==> src/rtl/class_arbiter_pkg.sv <==
// rtl/class_arbiter_pkg.sv - shared state encodings and default sizes for the class arbiter
package class_arbiter_pkg;

    localparam int DEFAULT_DATA_SIZE = 10;
    localparam int DEFAULT_WEIGHT    = 3;
    localparam int DEFAULT_CNT_SIZE  = 8;

    typedef enum logic [1:0] {
        IDLE   = 2'b00,
        GRANT0 = 2'b01,
        GRANT1 = 2'b10
    } arb_state_e;

endpackage

==> src/rtl/class_arbiter_if.sv <==
// rtl/class_arbiter_if.sv - class FIFO read side, downstream output and status bundle
interface class_arbiter_if
    import class_arbiter_pkg::*;
#(
    parameter int DATA_SIZE = DEFAULT_DATA_SIZE,
    parameter int CNT_SIZE  = DEFAULT_CNT_SIZE
) ();

    logic                 fifo0_empty;
    logic                 fifo1_empty;
    logic [DATA_SIZE-1:0] data0;
    logic [DATA_SIZE-1:0] data1;
    logic                 out_pause;
    logic                 pop0;
    logic                 pop1;
    logic [DATA_SIZE-1:0] out;
    logic                 valid;
    logic                 out_class;
    logic [CNT_SIZE-1:0]  cnt0;
    logic [CNT_SIZE-1:0]  cnt1;
    logic                 idle;

    modport master (
        input  fifo0_empty, fifo1_empty, data0, data1, out_pause,
        output pop0, pop1, out, valid, out_class, cnt0, cnt1, idle
    );

    modport slave (
        output fifo0_empty, fifo1_empty, data0, data1, out_pause,
        input  pop0, pop1, out, valid, out_class, cnt0, cnt1, idle
    );

endinterface

==> src/rtl/class_counter.sv <==
// rtl/class_counter.sv - enabled free-running counter wrapping modulo 2^CNT_SIZE
module class_counter
    import class_arbiter_pkg::*;
#(
    parameter int CNT_SIZE = DEFAULT_CNT_SIZE
) (
    input  logic                clk,
    input  logic                reset,
    input  logic                en_i,
    output logic [CNT_SIZE-1:0] cnt_o
);

    logic [CNT_SIZE-1:0] cnt_q;
    logic [CNT_SIZE-1:0] cnt_d;

    always_comb begin
        cnt_d = cnt_q;
        if (en_i) begin
            cnt_d = cnt_q + CNT_SIZE'(1);
        end
    end

    always_ff @(posedge clk) begin
        if (reset) begin
            cnt_q <= '0;
        end else begin
            cnt_q <= cnt_d;
        end
    end

    assign cnt_o = cnt_q;

endmodule

==> src/rtl/class_arbiter.sv <==
// rtl/class_arbiter.sv - weighted two-class arbiter popping class FIFOs into one output stream
module class_arbiter
    import class_arbiter_pkg::*;
#(
    parameter int DATA_SIZE = DEFAULT_DATA_SIZE,
    parameter int WEIGHT    = DEFAULT_WEIGHT,
    parameter int CNT_SIZE  = DEFAULT_CNT_SIZE
) (
    input logic              clk,
    input logic              reset,
    class_arbiter_if.master  bus
);

    localparam int STREAK_W = (WEIGHT < 1) ? 1 : $clog2(WEIGHT + 1);
    localparam logic [STREAK_W-1:0] STREAK_MAX = STREAK_W'(WEIGHT);

    arb_state_e           state_q, state_d;
    logic [STREAK_W-1:0]  streak_q, streak_d;
    logic                 pend_q;
    logic                 pend_cls_q;
    logic [DATA_SIZE-1:0] last_q;
    logic [DATA_SIZE-1:0] out_w;
    logic                 pop0_w, pop1_w;
    logic                 en0_w, en1_w;
    logic [CNT_SIZE-1:0]  cnt0_w, cnt1_w;

    // The empty flags lag this cycle's pop, so the grant is gated again by the live flag.
    assign pop0_w = (state_q == GRANT0) && !bus.fifo0_empty;
    assign pop1_w = (state_q == GRANT1) && !bus.fifo1_empty;

    always_comb begin
        state_d  = IDLE;
        streak_d = streak_q;
        if (bus.out_pause) begin
            state_d = IDLE;
        end else if (!bus.fifo0_empty && !bus.fifo1_empty) begin
            state_d = (streak_q == STREAK_MAX) ? GRANT0 : GRANT1;
        end else if (!bus.fifo0_empty) begin
            state_d = GRANT0;
        end else if (!bus.fifo1_empty) begin
            state_d = GRANT1;
        end

        if (bus.fifo0_empty || state_d == GRANT0) begin
            streak_d = '0;
        end else if (state_d == GRANT1 && streak_q != STREAK_MAX) begin
            streak_d = streak_q + STREAK_W'(1);
        end
    end

    always_ff @(posedge clk) begin
        if (reset) begin
            state_q    <= IDLE;
            streak_q   <= '0;
            pend_q     <= 1'b0;
            pend_cls_q <= 1'b0;
            last_q     <= '0;
        end else begin
            state_q  <= state_d;
            streak_q <= streak_d;
            pend_q   <= pop0_w | pop1_w;
            if (pop0_w | pop1_w) begin
                pend_cls_q <= pop1_w;
            end
            last_q <= out_w;
        end
    end

    // FIFO read data arrives the cycle after the pop and is forwarded untouched.
    assign out_w = pend_q ? (pend_cls_q ? bus.data1 : bus.data0) : last_q;

    assign en0_w = pend_q && !pend_cls_q;
    assign en1_w = pend_q && pend_cls_q;

    class_counter #(.CNT_SIZE(CNT_SIZE)) u_cnt0 (
        .clk   (clk),
        .reset (reset),
        .en_i  (en0_w),
        .cnt_o (cnt0_w)
    );

    class_counter #(.CNT_SIZE(CNT_SIZE)) u_cnt1 (
        .clk   (clk),
        .reset (reset),
        .en_i  (en1_w),
        .cnt_o (cnt1_w)
    );

    assign bus.pop0      = pop0_w;
    assign bus.pop1      = pop1_w;
    assign bus.out       = out_w;
    assign bus.valid     = pend_q;
    assign bus.out_class = pend_cls_q;
    assign bus.cnt0      = cnt0_w;
    assign bus.cnt1      = cnt1_w;
    assign bus.idle      = (state_q == IDLE);

endmodule

==> src/flat_wrapper.sv <==
// flat-port wrapper written by rule: the top's interface ports become plain ports
module class_arbiter_flat import class_arbiter_pkg::*;
#(
    parameter int DATA_SIZE = DEFAULT_DATA_SIZE,
    parameter int WEIGHT    = DEFAULT_WEIGHT,
    parameter int CNT_SIZE  = DEFAULT_CNT_SIZE
)
  (clk, reset, bus_fifo0_empty, bus_fifo1_empty, bus_data0, bus_data1, bus_out_pause, bus_pop0, bus_pop1, bus_out, bus_valid, bus_out_class, bus_cnt0, bus_cnt1, bus_idle);
  class_arbiter_if #(.DATA_SIZE(DATA_SIZE), .CNT_SIZE(CNT_SIZE)) bus_i ();
  input logic clk;
  input logic reset;
  input wire logic [$bits(bus_i.fifo0_empty)-1:0] bus_fifo0_empty;
  input wire logic [$bits(bus_i.fifo1_empty)-1:0] bus_fifo1_empty;
  input wire logic [$bits(bus_i.data0)-1:0] bus_data0;
  input wire logic [$bits(bus_i.data1)-1:0] bus_data1;
  input wire logic [$bits(bus_i.out_pause)-1:0] bus_out_pause;
  output wire logic [$bits(bus_i.pop0)-1:0] bus_pop0;
  output wire logic [$bits(bus_i.pop1)-1:0] bus_pop1;
  output wire logic [$bits(bus_i.out)-1:0] bus_out;
  output wire logic [$bits(bus_i.valid)-1:0] bus_valid;
  output wire logic [$bits(bus_i.out_class)-1:0] bus_out_class;
  output wire logic [$bits(bus_i.cnt0)-1:0] bus_cnt0;
  output wire logic [$bits(bus_i.cnt1)-1:0] bus_cnt1;
  output wire logic [$bits(bus_i.idle)-1:0] bus_idle;
  assign bus_i.fifo0_empty = bus_fifo0_empty;
  assign bus_i.fifo1_empty = bus_fifo1_empty;
  assign bus_i.data0 = bus_data0;
  assign bus_i.data1 = bus_data1;
  assign bus_i.out_pause = bus_out_pause;
  assign bus_pop0 = bus_i.pop0;
  assign bus_pop1 = bus_i.pop1;
  assign bus_out = bus_i.out;
  assign bus_valid = bus_i.valid;
  assign bus_out_class = bus_i.out_class;
  assign bus_cnt0 = bus_i.cnt0;
  assign bus_cnt1 = bus_i.cnt1;
  assign bus_idle = bus_i.idle;
  class_arbiter #(.DATA_SIZE(DATA_SIZE), .WEIGHT(WEIGHT), .CNT_SIZE(CNT_SIZE)) u_core (.clk(clk), .reset(reset), .bus(bus_i));
endmodule
==> config.mk <==
export PLATFORM = sky130hd
export DESIGN_NAME = class_arbiter_flat
export DESIGN_NICKNAME = d
export VERILOG_FILES = /design/src/rtl/class_arbiter_pkg.sv /design/src/rtl/class_arbiter_if.sv /design/src/rtl/class_counter.sv /design/src/rtl/class_arbiter.sv /design/src/flat_wrapper.sv
export SDC_FILE = /design/constraint.sdc
export NUM_CORES = 1
export LEC_CHECK = 0
export ABC_AREA = 1
export CORE_ASPECT_RATIO = 0.6
export CORE_MARGIN = 3
export CORE_UTILIZATION = 40
export DETAILED_ROUTE_END_ITERATION = 10
export PLACE_DENSITY_LB_ADDON = 0.2
export SYNTH_ARGS = -nofsm -noshare
export SYNTH_HDL_FRONTEND = slang
export SYNTH_HIERARCHICAL = 1
export SYNTH_SLANG_ARGS = --single-unit
==> constraint.sdc <==
create_clock -name clk -period 1.4 [get_ports clk]
set_clock_uncertainty 0.05 [all_clocks]
set_input_delay 0.14 -clock clk [delete_from_list [all_inputs] [get_ports clk]]
set_output_delay 0.14 -clock clk [all_outputs]
set_load 0.02 [all_outputs]
# == After elaboration in Yosys (flattened, before gate mapping) ==
# Cells that the tools add are included.
# W data, S select, Z words.
# totals
regBits,32
in_bits,25
out_inout_bits,31
wordCells,36
# op_classes
addsub,3
eq_ne,6
n_mux,7
n_bitwise,1
reduce_logical,12
# ops
operator,n
$mux W10,2
$add A8 B1 Y8 const B,2
$mux W2,5
$eq A2 B2 Y1 const B,3
$logic_and A1 B1 Y1,6
$eq A2 B1 Y1 const B,2
$logic_not A1 Y1,3
$add A2 B1 Y2 const B,1
$logic_not A2 Y1,1
$ne A2 B2 Y1 const B,1
$reduce_or A2 Y1,1
$logic_or A1 B1 Y1,1
$or A1 B1 Y1,1

# == Depth between registers and ports, before layout ==
# Gate-level depths: netlist (run 1).
# logic_depth
ltp_word,7
mapped_depth,9
ltp_nobuf,8

# == Cells and area by module ==
# Netlist (run 1), hierarchy kept.
# by_module_without_submodules
mod,instances,cells_each,area_each_um2,seq_area_each_um2
class_arbiter,1,119,839.6,320.3
class_counter,2,48,361.6,160.2

# == Worst setup path after synthesis (run 1) ==
# No wires, ideal clock.
# synth_path
kind,reg2reg
startpoint,reg u_core.pend_q (netlist: u_core/bus.valid)
endpoint,reg u_core.u_cnt0.cnt_q[6] (netlist: u_core/u_cnt0/cnt_o[6])
setup_ns,0.115
arrival_time_ns,1.406
required_ns,1.235
slack_ns,-0.171
stages_incl_launch_ff,9
n_path_buf,1
period_less_slack_ns,1.571
cell_sequence,dfxtp_1 -> inv_2 -> buf_6 -> nor2_1 -> nand3_2 -> nor2_2 -> nand3_1 -> nand2_1 -> nor2_1
# synth_between
elab_chain_len,1
# synth_rtl
item,line,text
from (decl),class_arbiter.sv:19,logic pend_q;
from (signal assigned),class_arbiter.sv:61,pend_q <= pop0_w | pop1_w;
$logic_and A1 B1 Y1,class_arbiter.sv:72,assign en0_w = pend_q && !pend_cls_q;
named net u_core.en0_w,class_arbiter.sv:24,"logic en0_w, en1_w;"
to (signal assigned),class_counter.sv:27,cnt_q <= cnt_d;
to (decl),class_counter.sv:13,logic [CNT_SIZE-1:0] cnt_q;
# The timed path passes the listed nets, and every way through them passes these cells.
# A chain may end at the register's enable or synchronous reset.

# == Final worst setup path (run 1) ==
# layout_path
startpoint,reg u_core.pend_q (netlist: u_core/bus.valid)
endpoint,out bus_out[1]
# layout_between
elab_chain_len,1
# layout_rtl
item,line,text
$mux W10,class_arbiter.sv:70,assign out_w = pend_q ? (pend_cls_q ? bus.data1 : bus.data0) : last_q;
to (decl),flat_wrapper.sv:19,output wire logic [$bits(bus_i.out)-1:0] bus_out;
# Every way passes these cells.

==> metrics.log, run 1 <==
INFO  metric ys_warn_count = 6
INFO  metric grt_setup_unrepaired = true
INFO  metric peakVddDrop = roughly 510 µV
INFO  metric critPathSlowestCell = sky130_fd_sc_hd__dfxtp_4
INFO  metric global_route.overflow_total = 0
INFO  metric detailedPlacementHpwl = between 2000 and 3000 µm
INFO  metric cp-start-kind = register
INFO  metric hold_violations = 0
INFO  metric die-height = ~54 µm
INFO  metric cap_violations = 0
INFO  metric routed-via-count = between 1500 and 2000
INFO  metric synthCells = 215
INFO  metric p_comb_frac = 0.127
INFO  metric die_width = between 80 and 90 µm
INFO  metric routed_wl = around 4200 µm
INFO  metric synth_largest_area_cell = sky130_fd_sc_hd__dfxtp_1
INFO  metric timing.final.ws_setup = -4.668 ps
INFO  metric cts_tree = done
INFO  metric fmax = approximately 710 MHz
INFO  metric drt-initial-drc-count = 43
INFO  metric crit_path_max_incr_delay = between 400 and 500 ps
INFO  metric cts.sinks = 32
INFO  metric worstPathCellList = buf_6, nand3_2, nand3_2, buf_6
INFO  metric viasPerCell = 4.682
INFO  metric clk_path_buf_depth = 2
INFO  metric gpl.final_weighted_congestion = 0.7883
INFO  metric detail_route.wl_per_cell = around 12 µm
INFO  metric final-setup-viol-count = 2
INFO  metric placedCellCount = approximately 330
INFO  metric power.clock.fraction = 0.386
INFO  metric critical_path_required = approximately 1200 ps
INFO  metric drcViolationCount = 0
INFO  metric initial_utilization = 0.4486
INFO  metric grt_antenna_before_repair = 0
INFO  metric placed_area = roughly 2300 µm²
INFO  metric violated_checks = setup timing
INFO  metric synth.top_cells.by_count = sky130_fd_sc_hd__nand2_1, sky130_fd_sc_hd__inv_1, sky130_fd_sc_hd__dfxtp_1
INFO  metric cts_buffer_count = 5
INFO  metric synthesis.area = around 1600 µm²
INFO  metric status = complete, but fails checks
INFO  metric critical_path_class = register to output port
INFO  metric swShare = 0.2448
INFO  metric pwr-share-seq = 0.487
INFO  metric min_period = 1405 ps
INFO  metric post_route_cells_drive_above_1_share = 0.2852
INFO  metric firstDrtPassIters = 4
INFO  metric path_clk_slew = 70 ps
INFO  metric yosys.cell_types.count = 18
INFO  metric crit_family = flip-flops
INFO  metric cts.root.buffer_cell = sky130_fd_sc_hd__clkbuf_8
INFO  metric post-route-cell-area = roughly 2500 µm²
INFO  metric post_synthesis_mean_instance_area = between 7 and 8 µm²
INFO  metric netlist.area_leader.share = 0.4099
INFO  metric layout.nets = between 300 and 400
INFO  metric critical_path.max_fanout = 10
INFO  metric first_pass_grt_wire_length = ~6600 µm
INFO  metric postSynthNetCount = about 240
INFO  metric synth_seq_cells = 32
INFO  metric clock_tree.htree_level_count = 2
INFO  metric synth_flop_cell = sky130_fd_sc_hd__dfxtp_1
INFO  metric max_slew_violation_count = 0
INFO  metric arrival = approximately 1200 ps
INFO  metric powerDensity = 768.3 nW/µm²
INFO  metric worst_hold_path_type = register to register
INFO  metric endpoint_kind = output port
INFO  metric asyncSetResetFlopFracSynth = 0
INFO  metric synth_top_cells_by_area = sky130_fd_sc_hd__dfxtp_1, sky130_fd_sc_hd__nand2_1, sky130_fd_sc_hd__nand3_1
INFO  metric synth-edff-count = 0
INFO  metric number_of_antenna_cells_inserted = 0
INFO  metric min_period_over_period = 1.003
INFO  metric ys_seq_area_frac = 0.4099
INFO  metric total_leakage_power = between 1 and 1.5 nW
INFO  metric synthMostInstantiatedCell = sky130_fd_sc_hd__nand2_1
INFO  metric grt_util_all_layers = 0.1821
INFO  metric max-slew-margin-rel = 0.8278
INFO  metric worst-path-buf-inv = 2
INFO  metric row_count = 16
INFO  metric die-area = approximately 4700 µm²
INFO  metric area_growth = 59.41%
INFO  metric core_area = 3483 µm²
INFO  metric post-route-util = 0.7152
INFO  metric final_cells = around 340
INFO  metric dp_worst_setup_slack = -365.8 ps
INFO  metric cellInternalPower = between 1 and 1.5 mW
INFO  metric p_sw = ~470 µW
INFO  metric antenna_violating_nets_post_route = 0
INFO  metric grt_start_max_net_pins = 16
INFO  metric num_io_pins = between 50 and 60
INFO  metric io_buffers = 55
INFO  metric worst_skew_pair.late_latency = 290 ps
INFO  metric first_global_vias = ~1500
INFO  metric worstMarginPinSlew = between 200 and 300 ps
registers in the layout, summed over array words and instances (netlist names):
| name | count |
|---|---|
| u_core/u_cnt1/cnt_o | 8 |
| u_core/bus.valid | 1 |
| u_core/u_cnt0/cnt_o | 8 |
| u_core/state_q | 2 |
| u_core/last_q | 10 |
| u_core/streak_q | 2 |
| u_core/bus.out_class | 1 |
layout make-up:
cell class                      instances  area (µm²)
Clock inverter                          2       10.01
Inverter                               37       148.9
Tap cell                               45       56.30
Timing Repair Buffer                   80       732.0
Sequential cell                        32       648.1
Multi-Input combinational cell        141       813.3
Fill cell                             303       992.2
Clock buffer                            6       82.58
routing by layer:
layer  GRT usage  share of wire  wire length (µm)
met4     0.06218         0.0074                31
met2      0.3020           0.46              1940
met3     0.04962          0.049               205
met1      0.2326           0.48              2008
met5           0              0                 0
through the flow:
step | power, mW | TNS, ps | hold slack (ps)
after detailed placement | 1.175 | -5349 | 416.0
after global routing | 2.001 | -548.4 | 439.2
final | 1.914 | -6.278 | 420.9
after global placement | 1.172 | -4568 | 406.8
after floorplan | 1.039 | 0 | 151.7
after CTS | 1.908 | -398.9 | 425.2
logic make-up (layout without fill, tap and decap cells):
| kind of cell | Yosys count | after routing | synth area share |
|---|---|---|---|
| AO/OA/AOI/OAI | 23 | 23 | 0.07366 |
| adder cells (fa/ha/maj) | 3 | 3 | 0.02402 |
| buffers and inverters | 42 | 125 | 0.1161 |
| flip-flops | 32 | 32 | 0.4099 |
| AND/OR/NAND/NOR | 115 | 115 | 0.3763 |
worst reg2reg max path: cells and delay by family (launching register included):
| kind | cells | cell delay [ps] |
|---|---|---|
| AO/OA/AOI/OAI | 1 | 50 |
| buffers and inverters | 3 | 290 |
| flip-flops | 1 | 410 |
| AND/OR/NAND/NOR | 4 | 500 |
final timing paths:
check / slack [ps] / end / cells past startpoint / start
setup / recovery: -5 / bus_out[1] / 4 / u_core/bus.valid
hold reg to reg: 420 / u_core/streak_q[1] / 2 / u_core/streak_q[1]
hold / removal: 420 / u_core/streak_q[1] / 2 / u_core/streak_q[1]
setup reg to reg: 40 / u_core/u_cnt0/cnt_o[5] / 8 / u_core/bus.valid
cell usage in the layout (no fill, tap or decap):
cell and n:
sky130_fd_sc_hd__nand2_2 6, sky130_fd_sc_hd__a21oi_1 17, sky130_fd_sc_hd__inv_2 2, sky130_fd_sc_hd__dfxtp_1 30, sky130_fd_sc_hd__inv_1 33, sky130_fd_sc_hd__dfxtp_4 2
sky130_fd_sc_hd__nand3_2 24, sky130_fd_sc_hd__nor2_1 17, sky130_fd_sc_hd__buf_6 10, sky130_fd_sc_hd__buf_12 1, sky130_fd_sc_hd__clkbuf_8 6, sky130_fd_sc_hd__nand3_1 19
sky130_fd_sc_hd__inv_8 1, sky130_fd_sc_hd__nor3_1 2, sky130_fd_sc_hd__ha_1 3, sky130_fd_sc_hd__dlygate4sd2_1 19, sky130_fd_sc_hd__buf_4 23, sky130_fd_sc_hd__nand2_1 40
sky130_fd_sc_hd__clkdlybuf4s50_1 24, sky130_fd_sc_hd__clkbuf_2 1, sky130_fd_sc_hd__clkinv_2 2, sky130_fd_sc_hd__nand4_1 2, sky130_fd_sc_hd__o21ai_0 6, sky130_fd_sc_hd__inv_4 1
sky130_fd_sc_hd__clkdlybuf4s15_1 1, sky130_fd_sc_hd__nor2_4 4, sky130_fd_sc_hd__nor2_2 1, sky130_fd_sc_hd__buf_2 1
power groups by stage:
stage	Sequential, mW	Clock (mW)	Combinational, mW
after CTS	0.931	0.767	0.210
after global placement	0.954	0	0.218
after detailed placement	0.955	0	0.220
after global routing	0.933	0.805	0.263
after floorplan	0.955	0	0.0842
final	0.932	0.740	0.242
timing repair:
action	4_1_cts	5_1_grt
hold buffers	0	0
setup endpoints to repair	44	19
gates cloned	0	0
gates resized for setup	66	40
hold endpoints to repair	0	0
pin swaps	0	11
buffers inserted	1	10
(Power assumes the default switching activity.)
==> inputs of run 2 (changes only) <==
- ABC_AREA: 1 -> not set
- CORE_UTILIZATION: 40 -> 39
==> run 2 against run 1 <==
Effect of this change:
- the run still ends with setup timing left
- final cell count down 11%
- core utilization up 6.2 points
- global-route usage up 0.35 points
- die area down 5.5%
- synthesized area down 8.4%
- count of clock-buffer cells in the layout up 1
- sequential cell count unchanged
==> metrics.log, run 2 <==
INFO  metric violated_checks = setup timing (unchanged)
INFO  metric die-height = 52.93 µm (was 54.42 µm)
INFO  metric yosys.cell_types.count = 32 (was 18)
INFO  metric number_of_antenna_cells_inserted = 0 (unchanged)
INFO  metric fmax = 659.8 MHz (was 711.9 MHz)
INFO  metric regMostFlops = u_core/last_q (unchanged)
INFO  metric synth.top_cells.by_count = sky130_fd_sc_hd__dfxtp_1, sky130_fd_sc_hd__nor2_1, sky130_fd_sc_hd__a21oi_1 (was sky130_fd_sc_hd__nand2_1, sky130_fd_sc_hd__inv_1, sky130_fd_sc_hd__dfxtp_1)
INFO  metric synth-compound-area-share = 0.1608 (was 0.07366)
INFO  metric worst_skew_pair.late_latency = 280 ps (was 290 ps)
INFO  metric synth_top_cells_by_area = sky130_fd_sc_hd__dfxtp_1, sky130_fd_sc_hd__mux2i_1, sky130_fd_sc_hd__a211oi_1 (was sky130_fd_sc_hd__dfxtp_1, sky130_fd_sc_hd__nand2_1, sky130_fd_sc_hd__nand3_1)
INFO  metric core_area = 3383 µm² (was 3483 µm²)
INFO  metric postSynthNetCount = 184 (was 243)
INFO  metric path_clk_slew = 60 ps (was 70 ps)
INFO  metric synth_seq_cells = 32 (unchanged)
INFO  metric critical_path.max_fanout = 6 (was 10)
INFO  metric cp-start-kind = register (unchanged)
INFO  metric grt_util_all_layers = 0.1857 (was 0.1821)
INFO  metric min_period = 1516 ps (was 1405 ps)
INFO  metric routed_wl = 4040 µm (was 4186 µm)
INFO  metric nFillCells = 229 (was 303)
INFO  metric final_common_cell = sky130_fd_sc_hd__buf_4 (was sky130_fd_sc_hd__nand2_1)
INFO  metric final_cell_mix = sky130_fd_sc_hd__buf_4, sky130_fd_sc_hd__dfxtp_1, sky130_fd_sc_hd__clkdlybuf4s50_1, sky130_fd_sc_hd__nor2_1, sky130_fd_sc_hd__dlygate4sd2_1 (was sky130_fd_sc_hd__nand2_1, sky130_fd_sc_hd__inv_1, sky130_fd_sc_hd__dfxtp_1, sky130_fd_sc_hd__clkdlybuf4s50_1, sky130_fd_sc_hd__nand3_2)
INFO  metric num_io_pins = 56 (unchanged)
INFO  metric initial_utilization = 0.4231 (was 0.4486)
INFO  metric synth_xor_area_frac = 0.04895 (was 0)
INFO  metric critical_path.startpoint = u_core/bus.out_class (was u_core/bus.valid)
INFO  metric post_synth_fa_ha_maj_area_fraction = 0.02622 (was 0.02402)
INFO  metric worstMarginPinSlew = 356.5 ps (was 257.5 ps)
INFO  metric worst_hold_slack = 226.0 ps (was 420.9 ps)
INFO  metric powerDensity = 776.2 nW/µm² (was 768.3 nW/µm²)
INFO  metric yosys.area_share.simple = 0.1888 (was 0.3763)
INFO  metric ys_seq_area_frac = 0.4476 (was 0.4099)
INFO  metric firstDrtPassIters = 4 (unchanged)
INFO  metric cts_tree = done (unchanged)
INFO  metric global_route.overflow_total = 0 (unchanged)
INFO  metric io_buffers = 55 (unchanged)
INFO  metric post-route-util = 0.7770 (was 0.7152)
INFO  metric peakVddDrop = 496.1 µV (was 510.3 µV)
INFO  metric first_pass_grt_wire_length = 6465 µm (was 6610 µm)
INFO  metric die_width = 84.21 µm (was 86.70 µm)
INFO  metric max-slew-margin-rel = 0.7562 (was 0.8278)
INFO  metric area_growth = 83.65% (was 59.41%)
INFO  metric critical_path_class = register to output port (unchanged)
INFO  metric post_route_cells_drive_above_1_share = 0.3977 (was 0.2852)
INFO  metric status = complete, but fails checks (unchanged)
INFO  metric viasPerCell = 5.033 (was 4.682)
INFO  metric timing.final.ws_setup = -115.7 ps (was -4.668 ps)
INFO  metric synth-edff-count = 0 (unchanged)
INFO  metric routed-via-count = 1530 (was 1606)
INFO  metric cts_buffer_count = 5 (unchanged)
INFO  metric placedCellCount = 280 (was 325)
INFO  metric synth_largest_area_cell = sky130_fd_sc_hd__dfxtp_1 (unchanged)
INFO  metric arrival = 1330 ps (was 1210 ps)
INFO  metric detail_route.wl_per_cell = 13.29 µm (was 12.20 µm)
INFO  metric synth_flop_cell = sky130_fd_sc_hd__dfxtp_1 (unchanged)
INFO  metric row_count = 16 (unchanged)
INFO  metric die-area = 4457 µm² (was 4718 µm²)
INFO  metric drcViolationCount = 0 (unchanged)
INFO  metric first_global_vias = 1454 (was 1507)
INFO  metric clock_tree.htree_level_count = 2 (unchanged)
INFO  metric cts.sinks = 32 (unchanged)
INFO  metric post_synthesis_mean_instance_area = 9.175 µm² (was 7.269 µm²)
INFO  metric netlist.area_leader.share = 0.4476 (was 0.4099)
INFO  metric total_leakage_power = 1.143 nW (was 1.283 nW)
INFO  metric grt_setup_unrepaired = true (unchanged)
INFO  metric layout.nets = 287 (was 325)
INFO  metric clk_path_buf_depth = 2 (unchanged)
INFO  metric final_cells = 304 (was 343)
INFO  metric final-setup-viol-count = 14 (was 2)
INFO  metric post_synth_mux_area_share = 0.08392 (was 0)
INFO  metric endpoint_kind = output port (unchanged)
INFO  metric ys_warn_count = 6 (unchanged)
INFO  metric asyncSetResetFlopFracSynth = 0 (unchanged)
INFO  metric hold_violations = 0 (unchanged)
INFO  metric cts.root.buffer_cell = sky130_fd_sc_hd__clkbuf_8 (unchanged)
INFO  metric synthCells = 156 (was 215)
INFO  metric cap_violations = 0 (unchanged)
INFO  metric synthesis.area = 1431 µm² (was 1563 µm²)
INFO  metric grt_antenna_before_repair = 0 (unchanged)
INFO  metric timing.rr.start = u_core/bus.out_class (was u_core/bus.valid)
INFO  metric worst_hold_path_type = input port to register (was register to register)
INFO  metric min_period_over_period = 1.083 (was 1.003)
INFO  metric dp_worst_setup_slack = -296.1 ps (was -365.8 ps)
INFO  metric detailedPlacementHpwl = 2727 µm (was 2907 µm)
INFO  metric critical_path_required = 1210 ps (about the same)
INFO  metric hold_buffers = 0 (unchanged)
INFO  metric max_slew_violation_count = 0 (unchanged)
INFO  metric synth_top_family_by_area = simple AND/OR/NAND/NOR gates (unchanged)
INFO  metric drt-initial-drc-count = 40 (was 43)
INFO  metric synthMostInstantiatedCell = sky130_fd_sc_hd__dfxtp_1 (was sky130_fd_sc_hd__nand2_1)
INFO  metric gpl.final_weighted_congestion = 0.7978 (was 0.7883)
INFO  metric hold_path.startpoint = bus_fifo1_empty (was u_core/streak_q[1])
INFO  metric grt_start_max_net_pins = 33 (was 16)
INFO  metric antenna_violating_nets_post_route = 0 (unchanged)
INFO  metric number_of_flip_flops_in_the_largest_register = 10 (unchanged)
## run 2: cell types whose count changed in the layout (fill, tap and decap cells not counted), sizes merged, moves of 4 or more
cell / delta
inv: -35
nand2: -40
mux2i: +12
nand4: +4
a211oi: +12
nand3: -39
xor2: +6
or3: +6
buf: +26
## run 2: power by group
part,switching (mW),internal (mW),leakage [nW]
Sequential,0.0107,0.923,0.261
Combinational,0.145,0.207,0.832
Clock,0.317,0.437,0.0503
Total,0.473,1.57,1.14
## run 2: routing by layer
metal | GRT usage | part of all wire | up-vias
li1 | - | - | 768
met1 | 0.2177 | 0.43 | 727
met2 | 0.3325 | 0.51 | 30
met3 | 0.04355 | 0.045 | 5
met4 | 0.07754 | 0.010 | 0
met5 | 0 | 0 | -
## run 2: what timing repair did
action,CTS,global route
setup buffers,14,3
gates resized for setup,81,32
hold endpoints to repair,0,0
setup endpoints to repair,39,21
pin swaps,3,5
## run 2: cell type report
class	count	area (µm²)	share of cell area
sequential	32	649.4	0.2470
timing repair buffer	106	922.1	0.3508
inverter	2	7.507	0.002856
clock buffer	7	96.34	0.03665
multi-input combinational	112	897.1	0.3413
tap	45	56.30	0.02142
## run 2: logic make-up (layout without fill, tap and decap cells)
logic type / after synthesis / count (layout)
multiplexers: 12 / 12
AND/OR/NAND/NOR: 52 / 52
buffers and inverters: 12 / 115
flip-flops: 32 / 32
adder cells (fa/ha/maj): 3 / 3
XOR/XNOR: 8 / 8
AO/OA/AOI/OAI: 37 / 37
## run 2: through the flow
step / total power [mW] / cell area, µm² / TNS (ps)
floorplan: 1.059 / 1475 / -669.8
global placement: 1.234 / 2288 / -3361
detailed placement: 1.242 / 2288 / -3912
CTS: 2.026 / 2467 / -845.3
global route: 2.111 / 2629 / -1825
finish: 2.041 / 2629 / -1003
## run 2: final timing paths
check | endpoint | slack [ps] | depth (start not counted)
worst min register to register | u_core/u_cnt1/cnt_o[7] | 440 | 2
worst min-delay path | u_core/state_q[1] | 230 | 3
worst max-delay path | bus_out[5] | -120 | 4
worst max register to register | u_core/u_cnt0/cnt_o[5] | -50 | 6
## run 2: critical path: stages, from the launching register on
cell and delay (ps):
sky130_fd_sc_hd__dfxtp_4 390, sky130_fd_sc_hd__buf_4 160, sky130_fd_sc_hd__mux2i_2 230, sky130_fd_sc_hd__a21oi_1 100, sky130_fd_sc_hd__buf_2 170
